<file path="config.mk">
export PLATFORM = sky130hd
export DESIGN_NAME = hs_fifo_pkt_policer
export DESIGN_NICKNAME = d
export VERILOG_FILES = /design/src/rtl/hs_fifo_pkt_policer.sv
export SDC_FILE = /design/constraint.sdc
export NUM_CORES = 1
export LEC_CHECK = 0
export BUFFER_PORTS_ARGS = -buffer_cell sky130_fd_sc_hd__buf_4
export CORE_MARGIN = 5
export CORE_UTILIZATION = 54
export DETAILED_ROUTE_END_ITERATION = 10
export GPL_TIMING_DRIVEN = 0
export PLACE_DENSITY = 0.84
export SYNTH_ARGS = -nofsm -noshare
export SYNTH_HDL_FRONTEND = slang
export SYNTH_SLANG_ARGS = --single-unit
export TNS_END_PERCENT = 5
</file>
<file path="constraint.sdc">
create_clock -name src_clk -period 3.75 [get_ports src_clk]
set_input_delay 0.1875 -clock src_clk [delete_from_list [all_inputs] [get_ports src_clk]]
set_output_delay 0.1875 -clock src_clk [all_outputs]
set_load 0.01 [all_outputs]
</file>
<file path="src/rtl/hs_fifo_pkt_policer.sv">
// Packet policer in front of an async FIFO write port: drops errored or runt
// packets, truncates overlong ones, and counts ok/dropped packets.
module hs_fifo_pkt_policer #(
    parameter int DATA_WIDTH = 32,
    parameter int MAX_BEATS  = 256,
    parameter int MIN_BEATS  = 1,
    parameter int STAT_WIDTH = 16
) (
    input  logic                  src_clk,
    input  logic                  src_rst,
    input  logic                  s_valid,
    output logic                  s_ready,
    input  logic [DATA_WIDTH-1:0] s_data,
    input  logic                  s_last,
    input  logic                  s_err,
    output logic                  m_wvalid,
    input  logic                  m_wready,
    output logic [DATA_WIDTH-1:0] m_wdata,
    output logic                  m_wlast,
    output logic                  m_wdrop,
    output logic [STAT_WIDTH-1:0] pkt_ok_cnt,
    output logic [STAT_WIDTH-1:0] pkt_drop_cnt,
    output logic                  overlong
);
    // state      | meaning
    // ST_PASS    | beats load the output register, packet checks active
    // ST_DISCARD | remainder of a truncated packet is swallowed until s_last

    localparam int CW = $clog2(MAX_BEATS + 1);

    typedef enum logic {ST_PASS, ST_DISCARD} state_t;

    state_t        state, state_nxt;
    logic [CW-1:0] beat_cnt;
    logic [CW-1:0] cnt_inc;
    logic          sticky;
    logic          load;
    logic          trunc;
    logic          pkt_bad;

    always_ff @(posedge src_clk) begin
        if (src_rst) state <= ST_PASS;
        else         state <= state_nxt;
    end

    always_comb begin
        state_nxt = state;
        s_ready   = 1'b0;
        load      = 1'b0;
        trunc     = 1'b0;
        cnt_inc   = beat_cnt + CW'(1);
        case (state)
            ST_PASS: begin
                s_ready = !src_rst && (!m_wvalid || m_wready);
                if (s_valid && s_ready) begin
                    load = 1'b1;
                    if (!s_last && cnt_inc == CW'(MAX_BEATS)) begin
                        trunc     = 1'b1;
                        state_nxt = ST_DISCARD;
                    end
                end
            end
            ST_DISCARD: begin
                s_ready = !src_rst;
                if (s_valid && s_ready && s_last) state_nxt = ST_PASS;
            end
            default: state_nxt = ST_PASS;
        endcase
    end

    // cnt_inc counts the current beat, so a runt is detected on its last beat
    assign pkt_bad = sticky || s_err || (cnt_inc < CW'(MIN_BEATS));

    always_ff @(posedge src_clk) begin
        if (src_rst) begin
            m_wvalid     <= 1'b0;
            m_wdata      <= '0;
            m_wlast      <= 1'b0;
            m_wdrop      <= 1'b0;
            beat_cnt     <= '0;
            sticky       <= 1'b0;
            overlong     <= 1'b0;
            pkt_ok_cnt   <= '0;
            pkt_drop_cnt <= '0;
        end else begin
            overlong <= trunc;
            if (load) begin
                m_wvalid <= 1'b1;
                m_wdata  <= s_data;
                m_wlast  <= s_last || trunc;
                m_wdrop  <= trunc || (s_last && pkt_bad);
                if (s_last || trunc) begin
                    beat_cnt <= '0;
                    sticky   <= 1'b0;
                end else begin
                    beat_cnt <= cnt_inc;
                    sticky   <= sticky || s_err;
                end
            end else if (m_wready) begin
                m_wvalid <= 1'b0;
            end

            if (m_wvalid && m_wready && m_wlast) begin
                if (m_wdrop) begin
                    if (!(&pkt_drop_cnt)) pkt_drop_cnt <= pkt_drop_cnt + STAT_WIDTH'(1);
                end else begin
                    if (!(&pkt_ok_cnt)) pkt_ok_cnt <= pkt_ok_cnt + STAT_WIDTH'(1);
                end
            end
        end
    end
endmodule
</file>
==> impl_metrics.env <==
export IMPL_power_frac_seq_pct=48.7
export IMPL_coreArea_um2=5920
export IMPL_slew_headroom_pct=50.4
export IMPL_worst_ep_required_time_ns=3.97
export IMPL_routabilityCongestion=0.815
export IMPL_final_cell_mix="buf_4 (105), nand2_1 (81), dfxtp_1 (79)"
export IMPL_clock_sinks=79
export IMPL_setup_tns_final_ns=0
export IMPL_ys_ff_latch=79
export IMPL_rsz0062_at_grt="no"
export IMPL_end_kind="flip-flop"
export IMPL_slowest_delay_ns=0.48
export IMPL_crit_arrival_ns=2.66
export IMPL_ys_seq_area_share_pct=48.3
export IMPL_critPathMaxFanout=10
export IMPL_synthArstFlopShare_pct=0
export IMPL_vdd_ir_drop_max_v=0.000281
export IMPL_cts_root_buf="clkbuf_8"
export IMPL_setup_slack_ns=1.32
export IMPL_whs_ns=0.0781
export IMPL_p_int_uw=1390
export IMPL_antenna_found_initial=0
export IMPL_port_buffers=105
export IMPL_fp_dieW_um=87.9
export IMPL_hold_violations=0
export IMPL_grt_pass1_vias=3058
export IMPL_start_util_pct=55.3
export IMPL_cts_tree="yes"
export IMPL_synth_ff_type="dfxtp_1"
export IMPL_fillers=464
export IMPL_first_pass_iters=4
export IMPL_via_count=3040
export IMPL_p_clk_share_pct=43.6
export IMPL_power_uw=1790
export IMPL_use_met1_pct=25.4
export IMPL_clockBufferDepth=2
export IMPL_syn_num_nets=430
export IMPL_synthTopCellsByArea="dfxtp_1 (48%), nand2_1 (9.3%), xor2_1 (7.2%), a21oi_1 (5.8%), nor2_1 (5.7%)"
export IMPL_r2r_start="beat_cnt[0]"
export IMPL_worst_slew_pin_slew_ns=0.740
export IMPL_drc=0
export IMPL_combPwrFrac_pct=7.7
export IMPL_dp_slack_ns=1.35
export IMPL_p_per_area_nw_per_um2=405
export IMPL_fin_crit_ns=2.43
export IMPL_post_cts_buffers=0
export IMPL_postRouteAntennaNets=0
export IMPL_min_delay_path_class="in2reg"
export IMPL_synth_cells=388
export IMPL_die_h_um=87.9
export IMPL_grt_pass1_wl_um=13200
export IMPL_criticalPathCategory="reg2reg"
export IMPL_layout_drive_gt1_share_pct=25.0
export IMPL_power_switching_uw=400
export IMPL_avgRoutedWirePerCell_um=13.7
export IMPL_cts_hold_buf=0
export IMPL_grt_util_met3_pct=8.28
export IMPL_worst_setup_path_start_kind="flip-flop"
export IMPL_cp_cell_sequence="ha_1 > nand3_1 > or3_4 > a2111oi_4 > a31oi_1 > o21ai_4 > nor2_1"
export IMPL_grt_util_met2_pct=34.5
export IMPL_synth_top_area_cell="dfxtp_1"
export IMPL_synth_edf_count=0
export IMPL_area_growth_pct=34.7
export IMPL_worst_path_dominant_cell_family="compound AO/OA/AOI/OAI gates"
export IMPL_overflow=0
export IMPL_final_common_cell="buf_4"
export IMPL_sw_frac_of_total_pct=22.4
export IMPL_min_delay_start="s_data[26]"
export IMPL_cts_buffers=9
export IMPL_critPathLaunch="beat_cnt[0]"
export IMPL_htreeDepth=3
export IMPL_nets=546
export IMPL_p_leak_uw=0.00188
export IMPL_final_core_util_pct=74.5
export IMPL_path_clk_slew_ns=0.08
export IMPL_avgViaCountPerCell=5.21
export IMPL_insertedDiodeCount=0
export IMPL_synthDominantCellAreaShare_pct=48.3
export IMPL_grt_max_degree=15
export IMPL_drt_total_wl_um=7990
export IMPL_drt_iter0_markers=105
export IMPL_crit_buf_inv=0
export IMPL_finalCritPeriodShare_pct=64.8
export IMPL_drv_cap=0
export IMPL_floorplan_rows=28
export IMPL_clock_latency_ns=0.35
export IMPL_ios=107
export IMPL_synth_distinct_cells=38
export IMPL_yosys_warnings=0
export IMPL_avgSynthCellArea_um2=8.44
export IMPL_slew_violations=0
export IMPL_grt_total_usage_pct=21.5
export IMPL_dieArea_um2=7720
export IMPL_cpMaxStageDelayCell="dfxtp_1"
export IMPL_fmax_mhz=411
export IMPL_outcome="complete, no violations"
export IMPL_cts_resized=0
export IMPL_grt_busiest_layer="met2"
export IMPL_skew_ns=0.00643
export IMPL_setup_violations=0
export IMPL_syn_area_um2=3280
export IMPL_dp_hpwl_um=5970
power groups by stage:
stage | Clock, uW | Sequential [uW] | Combinational, uW
final | 781 | 871 | 137
after global placement | 0 | 890 | 135
after detailed placement | 0 | 891 | 137
after global routing | 832 | 874 | 152
after CTS | 795 | 871 | 138
after floorplan | 0 | 897 | 53.3
Yosys cell counts, types with 2 or more instances:
cell type	count
a21oi_1	38
nor2_1	50
xor2_1	27
buf_2	2
mux2i_1	2
nand2_1	81
nor3_1	3
dfxtp_1	79
xnor2_1	13
a31oi_1	3
ha_1	4
o21ai_1	3
buf_1	2
clkbuf_1	13
and3_1	9
or4_1	3
nand4_1	12
and4_1	6
nand3_1	15
nor2b_1	2
inv_1	4
path summary, 6_finish.rpt:
check | to | slack [ns] | cells past startpoint
min reg2reg | m_wdata[25] | 0.46 | 2
max reg2reg | beat_cnt[7] | 1.32 | 7
min | m_wdata[26] | 0.08 | 3
max | beat_cnt[7] | 1.32 | 7
area by class of cell:
type                            instances  area (um^2)  area share (%)
Multi-Input combinational cell        288         1610            36.6
Sequential cell                        79         1580            35.8
Timing Repair Buffer                  105          788            17.9
Clock buffer                           10          138            3.12
Clock inverter                          6          116            2.64
Tap cell                               75         93.8            2.13
Buffer                                 17         66.3            1.50
Inverter                                4         15.0           0.340
layer usage:
metal | up-vias | wire length [um]
met5 | - | 0
met4 | 0 | 162
met3 | 17 | 874
met2 | 118 | 3650
met1 | 1367 | 3300
li1 | 1538 | -
worst reg2reg max path: cells and delay by family, from the launching register on:
kind                       cells  cell delay, ns
AOI/OAI and AO/OA              3            0.88
adders and majority gates      1            0.32
DFF                            1            0.48
and+or+nand+nor                3            0.62
flip-flops by register name (all words and copies together), names as in the netlist:
name / cells
m_wdata: 32
pkt_drop_cnt: 16
pkt_ok_cnt: 16
beat_cnt: 9
m_wdrop: 1
m_wlast: 1
m_wvalid: 1
overlong: 1
state: 1
sticky: 1
cell families (layout without fill, tap and decap cells):
family	Yosys count	count (layout)	share of synthesized area, %
AO/OA/AOI/OAI	55	55	10.3
XOR/XNOR	40	40	10.7
adder cells (fa/ha/maj)	4	4	1.53
buffers and inverters	21	142	2.48
flip-flops	79	79	48.3
multiplexers	2	2	0.611
AND/OR/NAND/NOR	187	187	26.1
stage by stage:
| step | std cells | area [um^2] |
|---|---|---|
| global route | 584 | 4410 |
| finish | 584 | 4410 |
| global placement | 568 | 4160 |
| floorplan | 388 | 3280 |
| CTS | 584 | 4410 |
| detailed placement | 568 | 4160 |
Note: power is estimated with default switching activity, not from simulation.
